--- src/rtl/pwm_mode_ctrl.sv ---
// pwm_mode_ctrl: mode and duty controller for the PWM generator.
// The controller steps through three modes: off (IDLE), manual duty (MANUAL)
// and an automatic triangular duty ramp (BREATH). It owns the free-running
// period counter, the shadowed compare register and the registered output pin.
//
// Ports:
//   sys_clk        in   system clock
//   sys_rst_n      in   asynchronous active-low reset
//   key_up_flag    in   1-cycle debounced "up" press
//   key_dn_flag    in   1-cycle debounced "down" press
//   key_mode_flag  in   1-cycle debounced "mode" press
//   pwm_out        out  registered PWM output
//   duty           out  requested duty in clock counts (0..PERIOD)
//   mode           out  0 IDLE, 1 MANUAL, 2 BREATH
//   period_end     out  1-cycle pulse on the last cycle of each period
//
// Build option: define PWM_SOFT_START_EN to ramp duty from 0 up to the
// setpoint on entry to MANUAL instead of jumping straight to it.
module pwm_mode_ctrl #(
  parameter logic [15:0] PERIOD    = 16'd50_000,
  parameter logic [15:0] DUTY_STEP = 16'd5_000,
  parameter logic [19:0] RAMP_DIV  = 20'd50_000,
  parameter logic [15:0] RAMP_INC  = 16'd50
) (
  input  logic        sys_clk,
  input  logic        sys_rst_n,
  input  logic        key_up_flag,
  input  logic        key_dn_flag,
  input  logic        key_mode_flag,
  output logic        pwm_out,
  output logic [15:0] duty,
  output logic [1:0]  mode,
  output logic        period_end
);

  localparam logic [1:0] ST_IDLE   = 2'd0;
  localparam logic [1:0] ST_MANUAL = 2'd1;
  localparam logic [1:0] ST_BREATH = 2'd2;

  logic [1:0]  state;
  logic [15:0] cnt, cnt_next;
  logic [15:0] duty_act, duty_act_next;
  logic [15:0] setpoint, sp_next, sp_inc, sp_dec;
  logic [16:0] sp_up, duty_up;
  logic [19:0] ramp_cnt;
  logic        ramp_tick;
  logic        dir_down;
`ifdef PWM_SOFT_START_EN
  logic        soft;
`endif

  assign mode = state;

  // Period counter and duty shadow. The output compare is evaluated on the
  // next-cycle counter and compare values so pwm_out lines up with cnt.
  always_comb begin
    cnt_next      = (cnt == PERIOD - 16'd1) ? '0 : cnt + 16'd1;
    duty_act_next = (cnt == PERIOD - 16'd1) ? duty : duty_act;
  end

  always_ff @(posedge sys_clk or negedge sys_rst_n) begin
    if (!sys_rst_n) begin
      cnt        <= '0;
      duty_act   <= '0;
      period_end <= 1'b0;
      pwm_out    <= 1'b0;
    end else begin
      cnt        <= cnt_next;
      duty_act   <= duty_act_next;
      period_end <= (cnt_next == PERIOD - 16'd1);
      pwm_out    <= (cnt_next < duty_act_next);
    end
  end

  // Saturating 17-bit arithmetic for setpoint steps and ramp increments.
  always_comb begin
    sp_up   = {1'b0, setpoint} + {1'b0, DUTY_STEP};
    sp_inc  = (sp_up >= {1'b0, PERIOD}) ? PERIOD : sp_up[15:0];
    sp_dec  = (setpoint <= DUTY_STEP) ? '0 : setpoint - DUTY_STEP;
    sp_next = setpoint;
    if (key_up_flag && !key_dn_flag)
      sp_next = sp_inc;
    else if (key_dn_flag && !key_up_flag)
      sp_next = sp_dec;
    duty_up   = {1'b0, duty} + {1'b0, RAMP_INC};
    ramp_tick = (ramp_cnt == RAMP_DIV - 20'd1);
  end

  always_ff @(posedge sys_clk or negedge sys_rst_n) begin
    if (!sys_rst_n) begin
      state    <= ST_IDLE;
      duty     <= '0;
      setpoint <= PERIOD >> 1;
      ramp_cnt <= '0;
      dir_down <= 1'b0;
`ifdef PWM_SOFT_START_EN
      soft     <= 1'b0;
`endif
    end else if (key_mode_flag) begin
      // Mode press wins; coincident up/dn presses are dropped.
      ramp_cnt <= '0;
      case (state)
        ST_IDLE: begin
          state <= ST_MANUAL;
`ifdef PWM_SOFT_START_EN
          duty  <= '0;
          soft  <= 1'b1;
`else
          duty  <= setpoint;
`endif
        end
        ST_MANUAL: begin
          state    <= ST_BREATH;
          duty     <= '0;
          dir_down <= 1'b0;
`ifdef PWM_SOFT_START_EN
          soft     <= 1'b0;
`endif
        end
        default: begin
          state <= ST_IDLE;
          duty  <= '0;
        end
      endcase
    end else begin
      case (state)
        ST_IDLE: begin
          duty     <= '0;
          ramp_cnt <= '0;
        end
        ST_MANUAL: begin
          setpoint <= sp_next;
`ifdef PWM_SOFT_START_EN
          if (soft) begin
            ramp_cnt <= ramp_tick ? '0 : ramp_cnt + 20'd1;
            // The (possibly just adjusted) setpoint is the live target.
            if (duty >= sp_next) begin
              duty <= sp_next;
              soft <= 1'b0;
            end else if (ramp_tick) begin
              if (duty_up >= {1'b0, sp_next}) begin
                duty <= sp_next;
                soft <= 1'b0;
              end else begin
                duty <= duty_up[15:0];
              end
            end
          end else begin
            duty     <= sp_next;
            ramp_cnt <= '0;
          end
`else
          duty     <= sp_next;
          ramp_cnt <= '0;
`endif
        end
        ST_BREATH: begin
          ramp_cnt <= ramp_tick ? '0 : ramp_cnt + 20'd1;
          if (ramp_tick) begin
            if (!dir_down) begin
              if (duty_up >= {1'b0, PERIOD}) begin
                duty     <= PERIOD;
                dir_down <= 1'b1;
              end else begin
                duty <= duty_up[15:0];
              end
            end else begin
              if (duty <= RAMP_INC) begin
                duty     <= '0;
                dir_down <= 1'b0;
              end else begin
                duty <= duty - RAMP_INC;
              end
            end
          end
        end
        default: begin
          state    <= ST_IDLE;
          duty     <= '0;
          ramp_cnt <= '0;
        end
      endcase
    end
  end

endmodule

--- config.mk ---
export PLATFORM = sky130hd
export DESIGN_NAME = pwm_mode_ctrl
export DESIGN_NICKNAME = d
export VERILOG_FILES = /design/src/rtl/pwm_mode_ctrl.sv
export SDC_FILE = /design/constraint.sdc
export NUM_CORES = 1
export LEC_CHECK = 0
export ABC_AREA = 1
export CAP_MARGIN = 10
export CORE_MARGIN = 3
export CORE_UTILIZATION = 30
export DETAILED_ROUTE_END_ITERATION = 12
export DONT_BUFFER_PORTS = 1
export PLACE_DENSITY = 0.55
export SYNTH_ARGS = -nofsm -noshare
export SYNTH_HDL_FRONTEND = slang
export SYNTH_SLANG_ARGS = --single-unit
export TNS_END_PERCENT = 10
--- constraint.sdc ---
create_clock -name sys_clk -period 3.2 [get_ports sys_clk]
set_input_delay 0.48 -clock sys_clk [delete_from_list [all_inputs] [get_ports sys_clk]]
set_output_delay 0.48 -clock sys_clk [all_outputs]
set_load 0.01 [all_outputs]
==> impl_metrics.csv <==
group,metric,value,unit
final_layout,instances_no_fill,1297,
worst_setup_path,endpoint_kind,"flop",
pwr,comb_power_share,45.9,%
outcome,status,"finished, final reports clean",
worst_setup_path,crit_end,"pwm_out$_DFF_PN0_",
timing,grt_setup_unrepaired,"false",
cts,cts_tree,"done",
floorplanning,die_h,156,um
cts,cts_buffer_depth,2,
timing,fin_skew,0.0104,ns
floorplanning,dieArea,24500,um2
global_route,antenna_found_initial,0,
route,vias_per_cell,4.81,
pwr,intPower,2.68,mW
pwr,power-per-cell-area,714,nW/um2
worst_setup_path,cpMaxStageDelayCell,"dfrtp_1",
worst_setup_path,rrSetupSlack,0.42,ns
logic_synthesis,synth-edff-count,0,
timing,slew_headroom,59.1,%
worst_setup_path,cp.depth,16,
timing,period_needed,2.78,ns
worst_setup_path,r2r-start,"cnt[0]$_DFF_PN0_",
worst_setup_path,slowest_delay,0.38,ns
cts,insertion_delay,0.36,ns
route,num_vias,6236,
worst_setup_path,worstPathCellList,"ha_1 -> nand2_1 -> nor2_1 -> nand3_1 -> nor2_1 -> nand2_1 -> nor2_1 -> nand2_1 -> o21ai_0 -> nand3_1 -> inv_1 -> ha_1 -> a21o_1 -> a21oi_1 -> o21ai_0 -> a21oi_1",
timing,setup_tns,0,ns
min_path,hold_path.class,"in -> async",
logic_synthesis,syn_avg_cell_area,6.63,um2
logic_synthesis,synth-seq-cells,89,
worst_setup_path,worstSetupStartpoint,"cnt[0]$_DFF_PN0_",
global_route,grt_max_degree,90,
placement,dp_hpwl,13500,um
cts,h-tree-depth,3,
route,ant_nets,0,
logic_synthesis,netlist_instances,1025,
cts,clock_sinks,89,
worst_setup_path,worstRegToRegCells,16,
floorplanning,io_pins,25,
placement,io_buffers,0,
timing,hold_viol,0,
global_route,grt_overflow,0,
global_route,grt_pass1_wl,30300,um
final_layout,final_nets,1046,
worst_setup_path,critPathKind,"reg -> reg",
logic_synthesis,synthTopCellsByCount,"286 x nand2_1, 126 x inv_1, 120 x nor2_1",
global_route,grt_usage,15.2,%
timing,fmax,0.360,GHz
pwr,power_switching,2.58,mW
floorplanning,start_util,30.8,%
placement,dp_cells,1280,
route,wl,17600,um
pwr,clock_power_share,20.3,%
worst_setup_path,required,3.47,ns
worst_setup_path,worst-path-buf-inv,1,
pwr,p_leak,3.61,nW
timing,min_period_over_period,86.9,%
logic_synthesis,synthesis.area,6790,um2
job,cap_violations,0,
timing,worst_pin_slew,0.612,ns
pwr,ir_worst_vdd,0.473,mV
logic_synthesis,synthDistinctLibCells,49,
cts,cts.clk_slew.worst_paths,0.08,ns
cts,cts_root_buffer,"clkbuf_16",
route,firstDrtPassIters,5,
logic_synthesis,yosysSeqAreaShare,32.9,%
pwr,power,5.25,mW
final_layout,num_antenna_cells,0,
final_layout,drive_gt1_share,7.96,%
logic_synthesis,synth_top_cell_area_share,30.6,%
floorplanning,rows,54,
logic_synthesis,synth-main-ff-cell,"dfrtp_1",
logic_synthesis,syn-num-nets,1059,
worst_setup_path,path_delay_family,"simple AND/OR/NAND/NOR gates",
route,drc,0,
route,wl_per_cell,13.6,um
logic_synthesis,yosys.area.top_type,"dfrtp_1",
timing,setup_viol,0,
cts,cts-buffers-inserted,9,
final_layout,fill_cells,2447,
final_layout,area_delta_synth_final,8.31,%
worst_setup_path,worstReg2RegEnd,"pwm_out$_DFF_PN0_",
placement,place.gp.congestion,0.874,
pwr,switching_share,49.0,%
global_route,grt_pass1_vias,6073,
logic_synthesis,synth.most_common_cell,"nand2_1",
route,drt_iter0_markers,310,
worst_setup_path,start_kind,"flop",
logic_synthesis,ys_warn_count,0,
placement,post-place-ws,0.449,ns
worst_setup_path,arrival,3.05,ns
logic_synthesis,ys_top_cells_by_area,"dfrtp_1 31%, nand2_1 16%, inv_1 7.0%",
logic_synthesis,async_flop_share,100,%
timing,setup_slack,0.419,ns
timing,maxSlewViolCount,0,
floorplanning,die_w,156,um
floorplanning,core,22000,um2
worst_setup_path,crit_fanout,4,
pwr,pwr-share-seq,33.8,%
==> worst reg2reg max path, stage by stage, from the launching register on <==
cell and delay [ns]:
dfrtp_1 0.38, ha_1 0.19, nand2_1 0.06, nor2_1 0.19
nand3_1 0.13, nor2_1 0.17, nand2_1 0.12, nor2_1 0.19
nand2_1 0.10, o21ai_0 0.16, nand3_1 0.11, inv_1 0.10
ha_1 0.25, a21o_1 0.18, a21oi_1 0.11, o21ai_0 0.08
a21oi_1 0.17
==> cells in the final DEF, fill, tap and decap left out, drive strengths merged, types with 3 or more instances in the layout <==
cell type | netlist | layout
a21oi | 62 | 62
nor2 | 126 | 126
nand3 | 84 | 84
clkinv | 2 | 5
ha | 29 | 29
o21a | 3 | 3
nor4 | 3 | 3
xor2 | 27 | 27
or2 | 3 | 3
clkbuf | 18 | 9
dfstp | 6 | 6
o211ai | 5 | 5
nor3 | 29 | 29
o21ai | 59 | 59
buf | 17 | 11
nand4 | 18 | 18
inv | 135 | 139
nand2 | 305 | 305
dfrtp | 83 | 83
==> layout make-up <==
class	count	area (um2)	area share [%]
Timing Repair Buffer	11	103	1.39
Sequential cell	89	2230	30.4
Multi-Input combinational cell	764	3850	52.3
Inverter	137	522	7.09
Clock buffer	9	225	3.06
Tap cell	280	350	4.76
Clock inverter	7	71.3	0.970
==> sequential cells by signal, summed over array words and instances (netlist names) <==
signal / flops
ramp_cnt: 20
cnt: 16
duty: 16
duty_act: 16
setpoint: 16
mode: 2
dir_down: 1
period_end: 1
pwm_out: 1
==> how the worst min path moves through the flow <==
stage,slack (ns),depth (start not counted),end
floorplan,0.18,0,cnt[0]$_DFF_PN0_
global placement,0.19,0,cnt[3]$_DFF_PN0_
detailed placement,0.19,0,cnt[3]$_DFF_PN0_
CTS,0.03,1,cnt[3]$_DFF_PN0_
global route,0.05,1,cnt[3]$_DFF_PN0_
finish,0.02,1,cnt[3]$_DFF_PN0_
==> per-stage QoR <==
step / util, % / instance area [um2] / hold slack, ns
after floorplan: - / 6790 / 0.184
after global placement: 31.9 / 7030 / 0.189
after detailed placement: 31.9 / 7030 / 0.189
after CTS: 33.4 / 7360 / 0.0346
after global routing: 33.4 / 7360 / 0.0474
final: 33.4 / 7360 / 0.0160
==> metal layers <==
layer / GRT usage (%) / part of all wire [%]
met4: 4.54 / 1.7
met1: 20.4 / 48
met2: 24.5 / 46
met5: 0 / 0
met3: 3.46 / 4.9
==> power groups by stage <==
| stage | clock, mW | combinational [mW] | sequential (mW) |
|---|---|---|---|
| floorplan | 0 | 2.05 | 1.54 |
| global placement | 0 | 2.36 | 1.80 |
| detailed placement | 0 | 2.37 | 1.81 |
| CTS | 1.11 | 2.41 | 1.78 |
| global route | 1.15 | 2.78 | 1.82 |
| finish | 1.07 | 2.41 | 1.78 |
==> cell families after synthesis <==
logic type               after synthesis  synth area share [%]
buffers and inverters                172                  10.4
XOR/XNOR                              28                  3.72
adder cells (fa/ha/maj)               29                  5.34
AO/OA/AOI/OAI                        138                  11.2
AND/OR/NAND/NOR                      569                  36.4
flip-flops                            89                  32.9
==> repair_timing <==
action	in CTS	in global routing
hold endpoints to repair	89	0
gates resized for setup	0	0
hold buffers	1	0
buffers inserted	0	0
(Power assumes the default switching activity.)
